==> config.mk <==
export PLATFORM = sky130hd
export DESIGN_NAME = ibex_mem_arbiter
export DESIGN_NICKNAME = d
export VERILOG_FILES = /design/src/rtl/ibex_mem_arbiter.sv
export SDC_FILE = /design/constraint.sdc
export NUM_CORES = 1
export LEC_CHECK = 0
export CAP_MARGIN = 15
export CORE_AREA = 2 2 129 131
export DETAILED_ROUTE_END_ITERATION = 6
export DIE_AREA = 0 0 131 133
export HOLD_SLACK_MARGIN = 0.12
export PLACE_DENSITY = 0.67
export SKIP_LAST_GASP = 1
export SYNTH_ARGS = -nofsm -noshare
export SYNTH_HDL_FRONTEND = slang
export SYNTH_SLANG_ARGS = --single-unit
==> constraint.sdc <==
create_clock -name clk_i -period 1.3 [get_ports clk_i]
set_input_delay 0.325 -clock clk_i [delete_from_list [all_inputs] [get_ports clk_i]]
set_output_delay 0.325 -clock clk_i [all_outputs]
set_load 0.02 [all_outputs]
==> src/rtl/ibex_mem_arbiter.sv <==
// ibex_mem_arbiter: shares one single-port SRAM (one-cycle read latency)
// between the Ibex instruction and data ports. It produces real grants and
// rvalid pulses, and routes each response back to the port that issued it.
module ibex_mem_arbiter #(
   parameter int unsigned AddrWidth    = 32,
   parameter int unsigned DataWidth    = 32,
   parameter bit          DataPriority = 1'b0,
   parameter int unsigned StarveLimit  = 4
) (
   input  logic                 clk_i,
   input  logic                 rst_ni,

   input  logic                 instr_req_i,
   input  logic [AddrWidth-1:0] instr_addr_i,
   output logic                 instr_gnt_o,
   output logic                 instr_rvalid_o,
   output logic [DataWidth-1:0] instr_rdata_o,

   input  logic                 data_req_i,
   input  logic                 data_we_i,
   input  logic [AddrWidth-1:0] data_addr_i,
   input  logic [DataWidth-1:0] data_wdata_i,
   input  logic [DataWidth-1:0] data_strb_i,
   output logic                 data_gnt_o,
   output logic                 data_rvalid_o,
   output logic [DataWidth-1:0] data_rdata_o,

   output logic                 mem_req_o,
   output logic                 mem_we_o,
   output logic [AddrWidth-1:0] mem_addr_o,
   output logic [DataWidth-1:0] mem_wdata_o,
   output logic [DataWidth-1:0] mem_strb_o,
   input  logic [DataWidth-1:0] mem_rdata_i
);

   localparam logic [3:0] StarveMax = 4'(StarveLimit);

   // last_q: 0 = instr won the last grant, 1 = data won it
   logic       last_q;
   logic [3:0] starve_q;
   logic [3:0] starve_d;
   logic       pend_valid_q;
   logic       pend_owner_q;
   logic       contention;
   logic       instr_wins;
   logic       any_gnt;

   assign contention = instr_req_i & data_req_i;
   assign any_gnt    = instr_gnt_o | data_gnt_o;

   // Pick the winner: a lone requester always wins, contention is settled by mode.
   always_comb begin
      instr_wins  = 1'b0;
      instr_gnt_o = 1'b0;
      data_gnt_o  = 1'b0;
      if (rst_ni) begin
         if (contention) begin
            if (DataPriority) begin
               instr_wins = (starve_q >= StarveMax);
            end else begin
               instr_wins = last_q;
            end
            instr_gnt_o = instr_wins;
            data_gnt_o  = ~instr_wins;
         end else begin
            instr_gnt_o = instr_req_i;
            data_gnt_o  = data_req_i;
         end
      end
   end

   // Starvation counter: counts instr losses, clears on instr grant, saturates at the limit.
   always_comb begin
      starve_d = starve_q;
      if (DataPriority) begin
         if (instr_gnt_o) begin
            starve_d = 4'd0;
         end else if (contention && (starve_q < StarveMax)) begin
            starve_d = starve_q + 4'd1;
         end
      end
   end

   // Arbitration history and the single outstanding response slot.
   always_ff @(posedge clk_i) begin
      if (!rst_ni) begin
         last_q       <= 1'b1;
         starve_q     <= 4'd0;
         pend_valid_q <= 1'b0;
         pend_owner_q <= 1'b0;
      end else begin
         starve_q     <= starve_d;
         pend_valid_q <= any_gnt;
         if (any_gnt) begin
            last_q       <= data_gnt_o;
            pend_owner_q <= data_gnt_o;
         end
      end
   end

   // Steer the winner's request onto the SRAM; fetches never write.
   always_comb begin
      mem_req_o   = rst_ni & (instr_req_i | data_req_i);
      mem_we_o    = 1'b0;
      mem_addr_o  = '0;
      mem_wdata_o = '0;
      mem_strb_o  = '0;
      if (instr_gnt_o) begin
         mem_addr_o  = instr_addr_i;
      end else if (data_gnt_o) begin
         mem_we_o    = data_we_i;
         mem_addr_o  = data_addr_i;
         mem_wdata_o = data_wdata_i;
         mem_strb_o  = data_strb_i;
      end
   end

   // Return the SRAM read data to whichever port owns the pending response.
   always_comb begin
      instr_rvalid_o = rst_ni & pend_valid_q & ~pend_owner_q;
      data_rvalid_o  = rst_ni & pend_valid_q & pend_owner_q;
      instr_rdata_o  = instr_rvalid_o ? mem_rdata_i : '0;
      data_rdata_o   = data_rvalid_o ? mem_rdata_i : '0;
   end

endmodule
### Yosys cells after proc, flatten, opt, wreduce, memory -nomap -nowiden

Index checks and enable logic that the tools add are counted.

* register bits: 3
* output and inout bits: 166
* logic and storage cells: 28
* input port bits: 165

* bitwise gates (word level): 9
* mux-type cells: 16

Operator list (number)
* two-way mux 32 bit: 8
* two-way mux 1 bit: 8
* AND 1 bit: 5
* NOT 1 bit: 2
* bitwise OR 1 bit: 2

### Logic depth before layout (Yosys ltp)

* depth after elaboration: 8
* gate-level depth with buffers: 5

### Worst setup path before layout

No wires, ideal clock.

* kind: input port to output port
* from: input port rst_ni
* to: output port mem_strb_o[24]
* arrival: 1410 ps
* stages: 5
* setup slack: -435 ps
* data required time: 975 ps
* path buffers: 3
* cells stage by stage: buf_2 > nand2_2 > buf_2 > buf_4 > nor3b_1

* cells in the longest elaborated chain, start to end: 3
* elaborated cells between the ends (all ways): 4
* classes of those cells: 4 x mux

RTL lines
* from (decl): line 11 `input logic rst_ni,`
* two-way mux 1 bit: line 56 `if (rst_ni) begin`
* two-way mux 32 bit: line 110 `end else if (data_gnt_o) begin`
* two-way mux 32 bit *: line 108 `if (instr_gnt_o) begin`
* to (decl): line 32 `output logic [DataWidth-1:0] mem_strb_o,`

Every way passes the cells marked *; elsewhere a longest branch is shown, timed or not.

### Final worst setup path

* from: register last_q
* to: output port mem_wdata_o[12]

* cells in the longest elaborated chain, start to end: 7
* elaborated cells between the ends (all ways): 9
* classes of those cells: 8 x mux; 1 x bitwise

RTL lines
* from (decl): line 39 `logic last_q;`
* from (signal assigned): line 95 `last_q <= data_gnt_o;`
* two-way mux 1 bit *: line 57 `if (contention) begin`
* two-way mux 1 bit *: line 56
* NOT 1 bit: line 64 `data_gnt_o = ~instr_wins;`
* two-way mux 1 bit: line 57
* two-way mux 1 bit: line 56
* two-way mux 32 bit: line 110
* two-way mux 32 bit *: line 108
* to (decl): line 31 `output logic [DataWidth-1:0] mem_wdata_o,`

Every way passes the cells marked *; elsewhere a longest branch is shown, timed or not. The select of a mux whose other input is x is not followed.

==> impl_metrics.env <==
export IMPL_status="finished with violations"
export IMPL_violations="negative setup slack"
export IMPL_rsz0062_at_grt="yes"
export IMPL_grt_pass1_vias=4218
export IMPL_yosysUniqueCellTypes=21
export IMPL_setup_viol=166
export IMPL_crit_type="flip-flop to output pin"
export IMPL_placed_cell_area_um2=7510
export IMPL_path_cells="and2_4, buf_12, clkbuf_16, nor3b_4, buf_6"
export IMPL_grt_pass1_wl_um=23100
export IMPL_cts_htree_levels=1
export IMPL_ir_drop_mv=0.236
export IMPL_synth_fp_nets=488
export IMPL_worst_pin_slew_ns=0.234
export IMPL_rows=47
export IMPL_cts_sinks=3
export IMPL_numCtsBuffers=3
export IMPL_seq_area_frac_synth_pct=2.74
export IMPL_core_um2=16200
export IMPL_min_path_type="input port to flip-flop"
export IMPL_met2_usage_pct=33.2
export IMPL_grt_use_total_pct=16.7
export IMPL_slew_viol_final=0
export IMPL_place_inst=869
export IMPL_met1_usage_pct=17.7
export IMPL_p_total_mw=3.81
export IMPL_drt_iter0_markers=87
export IMPL_syn_avg_cell_area_um2=6.79
export IMPL_start_util_pct=13.6
export IMPL_final_cell_mix="buf_6 (182), clkdlybuf4s50_1 (148), nor2_4 (68), nand2_1 (65), nor3b_4 (61)"
export IMPL_hold_worst_slack_ns=0.506
export IMPL_pin_count=331
export IMPL_synth_seq_cells=3
export IMPL_clock_latency_ns=0.22
export IMPL_drive_above_1_share_pct=67.0
export IMPL_p_int_mw=2.27
export IMPL_critPathMaxStageDelay_ns=0.33
export IMPL_endpoint_kind="output pin"
export IMPL_synth_area_um2=2190
export IMPL_routedWlPerCell_um=18.0
export IMPL_path_clk_slew_ns=0.03
export IMPL_fmax_mhz=574
export IMPL_final_fill_count=1255
export IMPL_final_hold_violation_count=0
export IMPL_antenna_cells=0
export IMPL_dr_pass1_iters=4
export IMPL_final_common_cell="buf_6"
export IMPL_cts_root_to_sink_buffers=2
export IMPL_period_needed_ns=1.74
export IMPL_p_comb_share_pct=84.2
export IMPL_die_area_um2=17400
export IMPL_fin_crit_sh_pct=134
export IMPL_drt_wl_total_um=16600
export IMPL_hpwl_um=11100
export IMPL_p_sw_share_pct=40.3
export IMPL_via_per_inst=4.32
export IMPL_slew_limit_headroom_pct=84.4
export IMPL_setup_slack_ns=-0.443
export IMPL_port_buffers=330
export IMPL_syn2layout_area_growth_pct=323
export IMPL_required_ns=0.98
export IMPL_p_leak_nw=3.61
export IMPL_power_density_nw_per_um2=411
export IMPL_p_clk_share_pct=12.9
export IMPL_antenna_found_initial=0
export IMPL_die_h_um=133
export IMPL_crit_arrival_ns=1.42
export IMPL_ant_nets=0
export IMPL_p_switching_mw=1.53
export IMPL_slowest_stage="dfxtp_4"
export IMPL_vias=3983
export IMPL_remaining_drc_errors=0
export IMPL_synth_cells=323
export IMPL_drv_cap=0
export IMPL_stdcell_count=923
export IMPL_synth_warnings=0
export IMPL_skew_ns=0.000568
export IMPL_cp_max_fo=7
export IMPL_design_area_um2=9260
export IMPL_cts_root_buf="clkbuf_16"
export IMPL_cts_tree="built"
export IMPL_overflow=0
export IMPL_grt_max_degree=22
export IMPL_fp_dieW_um=131
export IMPL_met3_usage_pct=2.39
export IMPL_gr_max_usage_layer="met2"
export IMPL_place_gp_congestion=0.841
export IMPL_fin_nets=869
export IMPL_worstSetupStartpointType="flip-flop"
export IMPL_p_seq_share_pct=2.9
[final cells by class]
type,count,area [um^2],share of cell area (%)
sequential,3,71.3,0.770
multi-input combinational,274,3680,39.7
inverter,2,15.0,0.162
clock buffer,4,78.8,0.851
tap,220,275,2.97
timing repair buffer,420,5150,55.6
[cells in the mapped netlist]
library cell / count / area, um^2
nor2_1: 69 / 259
nor2b_1: 1 / 6.26
o21ba_2: 1 / 10.0
dfxtp_1: 3 / 60.1
o21a_1: 3 / 22.5
a21bo_2: 1 / 10.0
buf_4: 1 / 7.51
o21ai_0: 1 / 5.00
nor3b_1: 27 / 203
nand2_1: 98 / 368
o32ai_1: 4 / 35.0
nor3b_2: 38 / 475
inv_1: 2 / 7.51
and2_4: 1 / 8.76
buf_1: 2 / 7.51
clkbuf_1: 13 / 48.8
buf_6: 8 / 90.1
nand2b_1: 1 / 6.26
nand2_2: 1 / 6.26
o32ai_2: 28 / 455
buf_2: 20 / 100
[worst max-delay path, delay by kind of cell (launching register included)]
kind                   cells  cell delay [ns]
and+or+nand+nor            2             0.38
buffers and inverters      3             0.47
DFF                        1             0.33
[power by group through the flow]
stage                     sequential, mW  clock [mW]  combinational [mW]
after global placement             0.109           0                2.45
final                              0.110       0.492                3.20
after CTS                          0.111       0.494                2.98
after global routing               0.111       0.510                3.34
after detailed placement           0.109           0                2.48
after floorplan                    0.104           0                1.39
[sequential cells by signal, summed over array words and instances (netlist names)]
signal and cells:
pend_owner_q 1, last_q 1, pend_valid_q 1
[what timing repair did]
item / 4_1_cts / 5_1_grt
setup buffers: 28 / 16
endpoints found under the setup margin: 167 / 166
pin swaps: 60 / 45
resized for setup: 1057 / 137
cloned: 16 / 3
hold buffers: 0 / 0
[routing by layer]
layer	routed length (um)	part of all wire, %	vias up
met5	0	0	-
met3	1140	6.9	25
li1	-	-	1887
met2	9520	57	201
met4	334	2.0	0
met1	5580	34	1870
[per-stage QoR]
| stage | setup WS, ns | TNS, ns | util, % |
|---|---|---|---|
| finish | -0.443 | -56.29 | 57.3 |
| global route | -0.500 | -62.56 | 57.3 |
| CTS | -0.434 | -56.63 | 53.4 |
| detailed placement | -1.22 | -162.09 | 46.4 |
| global placement | -1.17 | -158.77 | 46.4 |
| floorplan | -0.165 | -16.63 | - |
[cells by family after synthesis]
group	Yosys count	share of synthesized area (%)
AND/OR/NAND/NOR	236	60.8
buffers and inverters	46	11.9
AO/OA/AOI/OAI	38	24.5
flip-flops	3	2.74
[final timing paths]
check | startpoint | to | slack [ns] | cells after the start
worst max-delay path | last_q$_SDFFE_PN1P_ | mem_wdata_o[12] | -0.44 | 5
worst min-delay path | instr_req_i | pend_valid_q$_SDFF_PN0_ | 0.51 | 3
worst max register to register | last_q$_SDFFE_PN1P_ | pend_owner_q$_SDFFE_PN0P_ | 0.31 | 4
worst min register to register | last_q$_SDFFE_PN1P_ | last_q$_SDFFE_PN1P_ | 0.64 | 3
(Power assumes the default switching activity.)
